### config.mk
export PLATFORM = sky130hd
export DESIGN_NAME = mem_arbiter_flat
export DESIGN_NICKNAME = d
export VERILOG_FILES = /design/src/rtl/mem_arbiter_if.sv /design/src/rtl/mem_arbiter.sv /design/src/flat_wrapper.sv
export SDC_FILE = /design/constraint.sdc
export NUM_CORES = 1
export LEC_CHECK = 0
export CELL_PAD_IN_SITES_DETAIL_PLACEMENT = 1
export CELL_PAD_IN_SITES_GLOBAL_PLACEMENT = 1
export CORE_ASPECT_RATIO = 0.8
export CORE_UTILIZATION = 31
export DETAILED_ROUTE_END_ITERATION = 8
export GPL_ROUTABILITY_DRIVEN = 0
export PLACE_DENSITY_LB_ADDON = 0.1
export SETUP_SLACK_MARGIN = 0.1
export SLEW_MARGIN = 20
export SYNTH_ARGS = -nofsm -noshare
export SYNTH_HDL_FRONTEND = slang
export SYNTH_SLANG_ARGS = --single-unit
### constraint.sdc
create_clock -name clk -period 2.6 [get_ports clk]
set_input_delay 0.26 -clock clk [delete_from_list [all_inputs] [get_ports clk]]
set_output_delay 0.26 -clock clk [all_outputs]
set_load 0.01 [all_outputs]
### src/rtl/mem_arbiter_if.sv
// Bus bundle between the MIPS core's fetch/load-store ports, the arbiter and the RAM macro.
// The arbiter uses the slave modport; the core/RAM side uses master.
interface mem_arbiter_if #(
    parameter int unsigned ADDR_W = 12
);
    logic              i_req;
    logic [ADDR_W-1:0] i_addr;
    logic              i_ack;
    logic [15:0]       i_rdata;
    logic              d_req;
    logic              d_we;
    logic [ADDR_W-1:0] d_addr;
    logic [15:0]       d_wdata;
    logic              d_ack;
    logic [15:0]       d_rdata;
    logic              mem_en;
    logic              mem_we;
    logic [ADDR_W-1:0] mem_addr;
    logic [15:0]       mem_wdata;
    logic [15:0]       mem_rdata;
    logic              busy;

    modport slave (
        input  i_req, i_addr, d_req, d_we, d_addr, d_wdata, mem_rdata,
        output i_ack, i_rdata, d_ack, d_rdata, mem_en, mem_we, mem_addr, mem_wdata, busy
    );

    modport master (
        output i_req, i_addr, d_req, d_we, d_addr, d_wdata, mem_rdata,
        input  i_ack, i_rdata, d_ack, d_rdata, mem_en, mem_we, mem_addr, mem_wdata, busy
    );
endinterface

### src/rtl/mem_arbiter.sv
// Single-port RAM arbiter: D port has priority, I is forced after STARVE_MAX D grants.
// Define MEM_ARBITER_STATS_EN to add the i_stall_cnt / d_grant_cnt outputs.
module mem_arbiter #(
    parameter int unsigned ADDR_W     = 12,
    parameter int unsigned READ_LAT   = 1,
    parameter int unsigned STARVE_MAX = 4
) (
    input logic          clk,
    input logic          rst,
    mem_arbiter_if.slave bus
`ifdef MEM_ARBITER_STATS_EN
    ,
    output logic [15:0]  i_stall_cnt,
    output logic [15:0]  d_grant_cnt
`endif
);

    typedef enum logic [1:0] {StIdle, StIssue, StWait, StResp} state_e;

    state_e            state_q;
    logic              port_d_q;  // 1 = D port granted, 0 = I port
    logic [2:0]        wait_q;
    logic [3:0]        starve_q;
    logic              i_ack_q, d_ack_q, mem_en_q, mem_we_q, busy_q;
    logic [ADDR_W-1:0] mem_addr_q;
    logic [15:0]       mem_wdata_q, i_rdata_q, d_rdata_q;
    logic              grant_d;

    // Only meaningful in IDLE with at least one request pending.
    assign grant_d = bus.d_req && !(bus.i_req && (starve_q == 4'(STARVE_MAX)));

    always_ff @(posedge clk or negedge rst) begin
        if (!rst) begin
            state_q     <= StIdle;
            port_d_q    <= 1'b0;
            wait_q      <= '0;
            starve_q    <= '0;
            i_ack_q     <= 1'b0;
            d_ack_q     <= 1'b0;
            mem_en_q    <= 1'b0;
            mem_we_q    <= 1'b0;
            busy_q      <= 1'b0;
            mem_addr_q  <= '0;
            mem_wdata_q <= '0;
            i_rdata_q   <= '0;
            d_rdata_q   <= '0;
        end else begin
            i_ack_q  <= 1'b0;
            d_ack_q  <= 1'b0;
            mem_en_q <= 1'b0;
            mem_we_q <= 1'b0;
            unique case (state_q)
                StIdle: begin
                    if (bus.d_req || bus.i_req) begin
                        port_d_q    <= grant_d;
                        mem_en_q    <= 1'b1;
                        mem_we_q    <= grant_d && bus.d_we;
                        mem_addr_q  <= grant_d ? bus.d_addr : bus.i_addr;
                        mem_wdata_q <= grant_d ? bus.d_wdata : 16'h0000;
                        busy_q      <= 1'b1;
                        state_q     <= StIssue;
                        if (!grant_d) begin
                            starve_q <= '0;
                        end else if (bus.i_req && (starve_q != 4'(STARVE_MAX))) begin
                            starve_q <= starve_q + 4'd1;
                        end
                    end
                end
                StIssue: begin
                    // mem_we_q still holds this access's write flag during ISSUE.
                    if (mem_we_q) begin
                        i_ack_q <= !port_d_q;
                        d_ack_q <= port_d_q;
                        state_q <= StResp;
                    end else begin
                        wait_q  <= 3'(READ_LAT - 1);
                        state_q <= StWait;
                    end
                end
                StWait: begin
                    if (wait_q == 3'd0) begin
                        if (port_d_q) begin
                            d_rdata_q <= bus.mem_rdata;
                        end else begin
                            i_rdata_q <= bus.mem_rdata;
                        end
                        i_ack_q <= !port_d_q;
                        d_ack_q <= port_d_q;
                        state_q <= StResp;
                    end else begin
                        wait_q <= wait_q - 3'd1;
                    end
                end
                StResp: begin
                    busy_q  <= 1'b0;
                    state_q <= StIdle;
                end
                default: state_q <= StIdle;
            endcase
        end
    end

    assign bus.i_ack     = i_ack_q;
    assign bus.d_ack     = d_ack_q;
    assign bus.i_rdata   = i_rdata_q;
    assign bus.d_rdata   = d_rdata_q;
    assign bus.mem_en    = mem_en_q;
    assign bus.mem_we    = mem_we_q;
    assign bus.mem_addr  = mem_addr_q;
    assign bus.mem_wdata = mem_wdata_q;
    assign bus.busy      = busy_q;

`ifdef MEM_ARBITER_STATS_EN
    logic [15:0] i_stall_q, d_grant_q;

    always_ff @(posedge clk or negedge rst) begin
        if (!rst) begin
            i_stall_q <= '0;
            d_grant_q <= '0;
        end else begin
            // i_ack_q is high exactly in RESP for an I transaction.
            if (bus.i_req && !i_ack_q && (i_stall_q != 16'hFFFF)) begin
                i_stall_q <= i_stall_q + 16'd1;
            end
            if ((state_q == StIdle) && grant_d && (d_grant_q != 16'hFFFF)) begin
                d_grant_q <= d_grant_q + 16'd1;
            end
        end
    end

    assign i_stall_cnt = i_stall_q;
    assign d_grant_cnt = d_grant_q;
`endif

endmodule

### src/flat_wrapper.sv
// flat-port wrapper written by rule: the top's interface ports become plain ports
module mem_arbiter_flat 
#(
    parameter int unsigned ADDR_W     = 12,
    parameter int unsigned READ_LAT   = 1,
    parameter int unsigned STARVE_MAX = 4
)
  (clk, rst, bus_i_req, bus_i_addr, bus_d_req, bus_d_we, bus_d_addr, bus_d_wdata, bus_mem_rdata, bus_i_ack, bus_i_rdata, bus_d_ack, bus_d_rdata, bus_mem_en, bus_mem_we, bus_mem_addr, bus_mem_wdata, bus_busy);
  mem_arbiter_if #(.ADDR_W(ADDR_W)) bus_i ();
  input logic clk;
  input logic rst;
  input wire logic [$bits(bus_i.i_req)-1:0] bus_i_req;
  input wire logic [$bits(bus_i.i_addr)-1:0] bus_i_addr;
  input wire logic [$bits(bus_i.d_req)-1:0] bus_d_req;
  input wire logic [$bits(bus_i.d_we)-1:0] bus_d_we;
  input wire logic [$bits(bus_i.d_addr)-1:0] bus_d_addr;
  input wire logic [$bits(bus_i.d_wdata)-1:0] bus_d_wdata;
  input wire logic [$bits(bus_i.mem_rdata)-1:0] bus_mem_rdata;
  output wire logic [$bits(bus_i.i_ack)-1:0] bus_i_ack;
  output wire logic [$bits(bus_i.i_rdata)-1:0] bus_i_rdata;
  output wire logic [$bits(bus_i.d_ack)-1:0] bus_d_ack;
  output wire logic [$bits(bus_i.d_rdata)-1:0] bus_d_rdata;
  output wire logic [$bits(bus_i.mem_en)-1:0] bus_mem_en;
  output wire logic [$bits(bus_i.mem_we)-1:0] bus_mem_we;
  output wire logic [$bits(bus_i.mem_addr)-1:0] bus_mem_addr;
  output wire logic [$bits(bus_i.mem_wdata)-1:0] bus_mem_wdata;
  output wire logic [$bits(bus_i.busy)-1:0] bus_busy;
  assign bus_i.i_req = bus_i_req;
  assign bus_i.i_addr = bus_i_addr;
  assign bus_i.d_req = bus_d_req;
  assign bus_i.d_we = bus_d_we;
  assign bus_i.d_addr = bus_d_addr;
  assign bus_i.d_wdata = bus_d_wdata;
  assign bus_i.mem_rdata = bus_mem_rdata;
  assign bus_i_ack = bus_i.i_ack;
  assign bus_i_rdata = bus_i.i_rdata;
  assign bus_d_ack = bus_i.d_ack;
  assign bus_d_rdata = bus_i.d_rdata;
  assign bus_mem_en = bus_i.mem_en;
  assign bus_mem_we = bus_i.mem_we;
  assign bus_mem_addr = bus_i.mem_addr;
  assign bus_mem_wdata = bus_i.mem_wdata;
  assign bus_busy = bus_i.busy;
  mem_arbiter #(.ADDR_W(ADDR_W), .READ_LAT(READ_LAT), .STARVE_MAX(STARVE_MAX)) u_core (.clk(clk), .rst(rst), .bus(bus_i));
endmodule
==> results of run 1 <==
==> stage by stage <==
stage	worst slack [ns]	utilization	instance area [µm²]	std cells
final	0.425	0.475	4860	523
after global placement	0.474	0.450	4600	508
after CTS	0.380	0.475	4860	523
after detailed placement	0.390	0.450	4600	508
after floorplan	0.833	-	3250	254
after global routing	0.230	0.475	4860	523
==> layer usage <==
layer,vias up,track usage
met4,0,0.0481
li1,1165,-
met5,-,0
met2,61,0.263
met3,7,0.0486
met1,1251,0.229
==> power breakdown <==
| part | switching [mW] | internal (mW) |
|---|---|---|
| combinational | 1.11 | 1.54 |
| sequential | 0.300 | 1.68 |
| clock | 0.469 | 0.637 |
| total | 1.87 | 3.86 |
==> layout by cell type (no fill, tap or decap), types with 3 or more instances in the layout <==
master,instances
mux2_4,10
nand3_1,3
o211ai_1,12
inv_1,11
nor2_1,4
clkbuf_16,9
mux2_2,23
nand2_1,28
clkinv_2,3
dfrtp_1,75
buf_4,5
nand4_1,13
a22o_1,19
ha_1,9
clkdlybuf4s50_1,124
o21ai_0,10
==> path summary, 6_finish.rpt <==
kind                                   start  depth (start not counted)                      end
setup / recovery           u_core.state_q[0]                          4  u_core.bus.mem_wdata[4]
hold / removal                           rst                          1   u_core.bus.mem_addr[8]
setup reg to reg           u_core.state_q[0]                          4  u_core.bus.mem_wdata[4]
hold reg to reg             u_core.wait_q[0]                          1         u_core.wait_q[0]
max in group asynchronous                rst                          1   u_core.bus.mem_addr[3]
min in group clk                    bus_d_we                          2        u_core.bus.mem_we
==> state kept, by name, indices dropped and copies added (netlist names) <==
register and flops:
u_core.bus.busy 1, u_core.wait_q 3, u_core.starve_q 4, u_core.bus.d_rdata 16
u_core.bus.mem_en 1, u_core.state_q 2, u_core.bus.mem_addr 12, u_core.bus.i_rdata 16
u_core.bus.mem_we 1, u_core.bus.mem_wdata 16, u_core.port_d_q 1, u_core.bus.d_ack 1
u_core.bus.i_ack 1
==> cell type report <==
cell class,count,area share
timing repair buffer,129,0.263
clock buffer,10,0.0471
inverter,11,0.00849
tap,140,0.0360
sequential,75,0.386
clock inverter,5,0.00643
multi-input combinational,153,0.253
==> kinds of logic (layout without fill, tap and decap cells) <==
kind of cell / Yosys count / after routing / synth area share
and+or+nand+nor: 61 / 61 / 0.101
adders and majority gates: 9 / 9 / 0.0346
AOI/OAI and AO/OA: 50 / 50 / 0.116
buffers and inverters: 26 / 155 / 0.0450
DFF: 75 / 75 / 0.577
muxes: 33 / 33 / 0.126
==> worst max-delay path, stage by stage (launching register included) <==
cell and delay (ns):
dfrtp_1 0.42, inv_1 0.14, ha_1 0.57, and3_1 0.74, a22o_1 0.23
==> run_results.csv, run 1 <==
group,metric,value,unit
floorplan,row_count,33,
yosys,synth.most_common_cell,"dfrtp_1",
sta,fin_hold_ws,0.0781,ns
clock_network,postCtsSetupRepairBufs,0,
clock_network,htree_num_levels,3,
cells_and_area,synthToLayoutAreaGrowth,49.6,%
floorplan,fp.dieW,117,µm
clock_network,clkSinkCount,75,
power_and_ir_drop,power_density,1180,mW/mm²
route,maxUsedRoutingLayer,"met4",
power_and_ir_drop,p_leak,2.06,nW
yosys,yosysTopAreaCell,"dfrtp_1",
floorplan,core,0.0102,mm²
sta,max_freq,460,MHz
sta,hold_viol,0,
route,route.detailed.drc,0,
yosys,synth_area,0.00325,mm²
clock_network,root_buffer,"clkbuf_16",
yosys,syn_inst,254,
yosys,syn_nets,324,
yosys,synth_top_area_frac,0.577,
global_routing,grt_max_degree,76,
cells_and_area,fillers,1128,
cells_and_area,multiInputGateArea,0.00123,mm²
placement,dpl.hpwl,6260,µm
sta,setup_violations,0,
global_routing,grt_pass1_vias,2658,
cells_and_area,register_area,0.00188,mm²
yosys,synth_edf_count,0,
setup_path,cp-start-kind,"register",
yosys,ys_types,38,
setup_path,reg2reg_slack,0.42,ns
sta,timing.slew.headroom,0.356,
global_routing,antenna_found_initial,0,
power_and_ir_drop,peakVddDrop,0.322,mV
floorplan,fp.dieH,93.6,µm
min_path,hp-class,"input port to asynchronous set/reset pin",
yosys,async_reset_ff_frac,1.00,
yosys,synth_common_cells,"dfrtp_1, nand2_1, mux2_2",
setup_path,crit_required,2.86,ns
placement,io_buffers,125,
clock_network,cts_buffers,9,
route,drtIter0Drc,96,
yosys,syn_avg_cell_area,12.8,µm²
route,dr.pass1.iters,4,
status,status,"complete, no violations",
sta,slew_violations,0,
sta,post-route-period-util,0.837,
yosys,yosysSeqAreaShare,0.577,
global_routing,grtUsageTotal,0.170,
sta,finalClockSkew,0.00685,ns
route,num_vias,2484,
route,drtAntennaViolNets,0,
cells_and_area,drive_gt1_frac,0.157,
yosys,synthTopCellsByArea,"dfrtp_1, mux2_2, a22o_1",
route,wl_met3,453,µm
route,wl,8670,µm
cells_and_area,n_antenna_cell,0,
floorplan,start_util,0.318,
route,dr_wl_met2,4050,µm
setup_path,setup.worst_path.end_class,"register",
yosys,yosysWarnings,0,
floorplan,pin_count,126,
sta,rsz0062_at_grt,"no",
clock_network,insertion_delay,0.33,ns
setup_path,critPathArrivalTime,2.44,ns
global_routing,overflow,0,
clock_network,path_clk_slew,0.06,ns
sta,worst_slew_pin_slew,0.965,ns
setup_path,cp_max_fo,19,
cells_and_area,fin_nets,449,
setup_path,crit_type,"register to register",
floorplan,die_area,0.0109,mm²
yosys,synth_top_flop_cell,"dfrtp_1",
clock_network,cts_tree,"yes",
clock_network,clockBufferDepth,2,
route,wl_per_cell,16.6,µm
global_routing,grt_pass1_wl,13800,µm
sta,final.setup.tns,0,ns
yosys,ys_ff_latch,75,
power_and_ir_drop,power,5.73,mW
clock_network,hold_buffers,0,
clock_network,post_cts_resized,0,
flow_run,cap_violations,0,
route,drt-vias-per-instance,4.75,
sta,finalCriticalPeriod,2.18,ns
route,drt-met1-wl,4080,µm
(Power assumes the default switching activity.)
==> inputs of run 2 (changes only) <==
CORE_UTILIZATION = 30   (was 31)
clock period = 1.99 ns   (was 2.6 ns; I/O delays follow)
==> run 2 against run 1 <==
Against the previous run: die area up 3.3%; wire length increased by 2.8%; flip-flop and latch count unchanged; sequential share of layout area is 1.5 points lower; combinational power rose by 39%; count of clock-buffer cells in the layout unchanged; via count is 0.64% higher; register-to-register slack worse by 0.18 ns; sequential power increased by 31%; hold slack gained 0.31 ns; power grew 38%; largest cell class unchanged.
==> run_results.csv, run 2 (synthesis gave the netlist of run 1 again) <==
group,metric,value,unit
placement,dpl.hpwl,6570,µm
route,drtIter0Drc,91,
setup_path,crit_type,"register to register",
sta,timing.slew.headroom,0.659,
clock_network,root_buffer,"clkbuf_16",
min_path,hp-class,"input port to asynchronous set/reset pin",
route,route.detailed.drc,0,
clock_network,insertion_delay,0.33,ns
sta,finalCriticalPeriod,1.75,ns
sta,finalClockSkew,0.00688,ns
setup_path,worstPathCellList,"inv_1 > ha_1 > and3b_4 > and2_4 > buf_12 > mux2_2",
setup_path,reg2reg_slack,0.24,ns
cells_and_area,n_antenna_cell,0,
global_routing,grt_max_degree,39,
cells_and_area,fin_nets,458,
cells_and_area,synthToLayoutAreaGrowth,55.4,%
setup_path,critPathArrivalTime,1.96,ns
setup_path,r2r-start,"u_core.state_q[0]",
setup_path,reg2regPathDepth,6,
clock_network,clkSinkCount,75,
route,drt-vias-per-instance,4.69,
setup_path,crit_slowest_cell,"dfrtp_1",
setup_path,endpoint,"u_core.bus.i_rdata[15]",
setup_path,slowest_delay,0.41,ns
setup_path,cp_num_buf_inv,2,
floorplan,core,0.0104,mm²
setup_path,cp.depth,6,
floorplan,fp.dieH,95.1,µm
clock_network,path_clk_slew,0.06,ns
route,wl_per_cell,16.7,µm
cells_and_area,register_area,0.00188,mm²
setup_path,crit_required,2.20,ns
status,status,"complete, no violations",
power_and_ir_drop,power_density,1570,mW/mm²
setup_path,cp_top_family,"simple AND/OR/NAND/NOR gates",
floorplan,die_area,0.0113,mm²
sta,rsz0062_at_grt,"no",
placement,io_buffers,125,
sta,setup_violations,0,
sta,post-route-period-util,0.878,
global_routing,grt_pass1_vias,2650,
sta,hold_viol,0,
cells_and_area,final_cell_mix,"clkdlybuf4s50_1, dfrtp_1, nand2_1, mux2_2, a22o_1",
sta,final.setup.tns,0,ns
cells_and_area,mostFrequentLayoutCell,"clkdlybuf4s50_1",
sta,max_freq,573,MHz
cells_and_area,fillers,1107,
floorplan,start_util,0.313,
power_and_ir_drop,peakVddDrop,0.634,mV
cells_and_area,multiInputGateArea,0.00123,mm²
global_routing,grtUsageTotal,0.166,
route,drtAntennaViolNets,0,
clock_network,htree_num_levels,3,
route,num_vias,2500,
setup_path,r2r-end,"u_core.bus.i_rdata[15]",
flow_run,cap_violations,0,
floorplan,row_count,33,
clock_network,cts_tree,"yes",
floorplan,pin_count,126,
sta,slew_violations,0,
setup_path,cp_max_fo,11,
sta,worst_slew_pin_slew,0.512,ns
route,wl,8910,µm
sta,fin_hold_ws,0.390,ns
global_routing,overflow,0,
route,dr.pass1.iters,4,
setup_path,cp-startpoint,"u_core.state_q[0]",
placement,placed_area,0.00469,mm²
power_and_ir_drop,p_leak,2.13,nW
power_and_ir_drop,power,7.92,mW
floorplan,fp.dieW,118,µm
setup_path,setup.worst_path.end_class,"register",
setup_path,cp-start-kind,"register",
cells_and_area,design_area,0.00505,mm²
global_routing,antenna_found_initial,0,
clock_network,cts_buffers,9,
global_routing,grt_pass1_wl,14200,µm
clock_network,clockBufferDepth,2,
cells_and_area,drive_gt1_frac,0.183,
[run 2: changes by cell type in the layout (fill, tap and decap cells not counted), sizes merged]
cell,change
clkinv,-1
dlygate4sd3,+1
bufinv,+1
clkinvlp,+1
buf,+8
[run 2: power breakdown]
part | switching (mW) | total (mW) | internal (mW)
combinational | 1.50 | 3.66 | 2.16
sequential | 0.391 | 2.59 | 2.20
clock | 0.648 | 1.66 | 1.02
[run 2: worst min-delay path by stage]
stage	from	endpoint	slack (ns)
2_1_floorplan	rst	u_core.bus.busy	-0.1
3_3_place_gp	rst	u_core.bus.d_rdata[8]	0.21
3_5_place_dp	rst	u_core.bus.d_rdata[8]	0.22
4_1_cts	rst	u_core.bus.mem_we	0.40
5_1_grt	bus_d_we	u_core.bus.mem_we	0.42
6_report	rst	u_core.bus.d_rdata[8]	0.39
[run 2: area by class of cell]
| class | instances | share of cell area |
|---|---|---|
| flip-flops and latches | 75 | 0.371 |
| repair buffers | 138 | 0.279 |
| multi-input cells | 153 | 0.244 |
| clock buffers | 10 | 0.0473 |
| well taps | 140 | 0.0347 |
| clock inverters | 6 | 0.0144 |
| inverters | 11 | 0.00891 |
[run 2: what timing repair did]
action / in CTS / in global routing
buffers inserted: 0 / 2
setup endpoints to repair: 0 / 37
gates resized for setup: 0 / 2
hold buffers: 1 / 0
hold endpoints to repair: 37 / 0
[run 2: routing by layer]
metal	share of wire	global-route usage
met5	0	0
met4	0.012	0.0527
met3	0.036	0.0431
met2	0.49	0.277
met1	0.47	0.211
[run 2: metrics by stage]
step	cells	worst slack (ns)	utilization
global route	533	0.145	0.486
floorplan	254	0.223	-
CTS	531	0.159	0.481
global placement	514	0.207	0.450
detailed placement	514	0.181	0.450
finish	533	0.243	0.486
==> inputs of run 3 (changes only) <==
CORE_UTILIZATION = 31   (was 30)
clock period = 2.25 ns   (was 1.99 ns; I/O delays follow)
==> run 3 against run 2 <==
Against the previous run: cell area fell by 2.2%; combinational power fell by 16%; critical endpoint is now u_core.bus.mem_addr[5]; hold slack improved by 0.056 ns; sequential share of layout area rose by 0.83 points; critical path type unchanged; highest routed layer unchanged.
==> run_results.csv, run 3 (synthesis gave the netlist of run 1 again) <==
group,metric,value,unit
floorplan,pin_count,126,
floorplan,start_util,0.318,
power_and_ir_drop,peakVddDrop,0.449,mV
sta,final.setup.tns,0,ns
route,wl_per_cell,16.9,µm
route,drt-met1-wl,4120,µm
clock_network,clkSinkCount,75,
floorplan,fp.dieW,117,µm
floorplan,die_area,0.0109,mm²
global_routing,grtUsageTotal,0.178,
route,num_vias,2506,
cells_and_area,design_area,0.00494,mm²
route,drtAntennaViolNets,0,
placement,dpl.hpwl,6530,µm
clock_network,cts_buffers,9,
global_routing,overflow,0,
placement,io_buffers,125,
route,wl_met3,376,µm
clock_network,path_clk_slew,0.06,ns
clock_network,clockBufferDepth,2,
setup_path,cp_max_fo,14,
setup_path,reg2regPathDepth,5,
setup_path,critPathArrivalTime,2.11,ns
floorplan,fp.dieH,93.6,µm
sta,max_freq,515,MHz
sta,finalClockSkew,0.00663,ns
sta,rsz0062_at_grt,"no",
cells_and_area,drive_gt1_frac,0.165,
cells_and_area,fillers,1128,
global_routing,grt_max_degree,45,
global_routing,antenna_found_initial,0,
route,drtIter0Drc,83,
route,wl,8930,µm
cells_and_area,fin_nets,453,
clock_network,htree_num_levels,3,
clock_network,root_buffer,"clkbuf_16",
global_routing,grt_pass1_vias,2603,
power_and_ir_drop,power_density,1380,mW/mm²
route,dr_wl_met2,4320,µm
route,drt-vias-per-instance,4.75,
sta,finalCriticalPeriod,1.94,ns
setup_path,crit_required,2.42,ns
setup_path,crit_type,"register to register",
setup_path,setup.worst_path.end_class,"register",
sta,fin_hold_ws,0.446,ns
route,maxUsedRoutingLayer,"met4",
sta,timing.slew.headroom,0.444,
sta,hold_viol,0,
clock_network,cts_tree,"yes",
cells_and_area,final_cell_mix,"clkdlybuf4s50_1, dfrtp_1, nand2_1, mux2_2, a22o_1",
status,status,"complete, no violations",
clock_network,insertion_delay,0.33,ns
setup_path,cp-start-kind,"register",
cells_and_area,n_antenna_cell,0,
sta,post-route-period-util,0.864,
flow_run,cap_violations,0,
cells_and_area,mostFrequentLayoutCell,"clkdlybuf4s50_1",
sta,worst_slew_pin_slew,0.833,ns
sta,setup_violations,0,
floorplan,row_count,33,
route,dr.pass1.iters,4,
cells_and_area,synthToLayoutAreaGrowth,52.1,%
power_and_ir_drop,p_leak,2.10,nW
route,route.detailed.drc,0,
placement,placed_area,0.00464,mm²
floorplan,core,0.0102,mm²
global_routing,grt_pass1_wl,14200,µm
sta,slew_violations,0,
min_path,hp-class,"input port to asynchronous set/reset pin",
run 3: changes by cell type in the layout (fill, tap and decap cells not counted), sizes merged:
cell and delta:
buf -5, clkbuf +1, clkinvlp -1
run 3: per-layer routing:
metal | vias up | global-route usage
li1 | 1171 | -
met1 | 1263 | 0.232
met2 | 62 | 0.286
met3 | 10 | 0.0447
met4 | 0 | 0.0609
met5 | - | 0
run 3: area by class of cell:
| type | instances | area (µm²) | share of cell area |
|---|---|---|---|
| Clock buffer | 11 | 243 | 0.0491 |
| Clock inverter | 5 | 52.6 | 0.0106 |
| Inverter | 11 | 41.3 | 0.00835 |
| Multi-Input combinational cell | 153 | 1230 | 0.249 |
| Sequential cell | 75 | 1880 | 0.380 |
| Tap cell | 140 | 175 | 0.0354 |
| Timing Repair Buffer | 133 | 1320 | 0.268 |
run 3: per-stage QoR:
| stage | setup slack, ns | total power [mW] | utilization | std cells |
|---|---|---|---|---|
| 3_3_place_gp | 0.322 | 5.35 | 0.453 | 511 |
| 2_1_floorplan | 0.483 | 3.90 | - | 254 |
| 5_1_grt | 0.137 | 7.26 | 0.483 | 528 |
| 6_report | 0.307 | 6.81 | 0.483 | 528 |
| 3_5_place_dp | 0.265 | 5.45 | 0.453 | 511 |
| 4_1_cts | 0.274 | 6.92 | 0.483 | 528 |
run 3: critical path, cell delays in order, from the launching register on:
cell	delay (ns)
dfrtp_1	0.40
inv_1	0.10
ha_1	0.23
nand4b_4	0.15
and2_0	0.69
o211ai_1	0.21
run 3: path summary, 6_finish.rpt:
path / slack, ns / to / from
min: 0.45 / u_core.bus.mem_addr[8] / rst
max in group asynchronous: 1.20 / u_core.bus.mem_wdata[1] / rst
min reg2reg: 0.50 / u_core.wait_q[0] / u_core.wait_q[0]
max: 0.31 / u_core.bus.mem_addr[5] / u_core.starve_q[0]
max reg2reg: 0.31 / u_core.bus.mem_addr[5] / u_core.starve_q[0]
min in group clk: 0.46 / u_core.bus.mem_we / bus_d_we
run 3: where the power goes:
group          total, mW  internal [mW]  switching (mW)
clock               1.43          0.883           0.545
combinational       3.09           1.78            1.31
sequential          2.29           1.95           0.342
total               6.81           4.61            2.20
run 3: what timing repair did:
item	4_1_cts	5_1_grt
hold endpoints to repair	43	0
buffers inserted	0	0
endpoints found under the setup margin	0	0
hold buffers	1	0
gates resized for setup	0	0
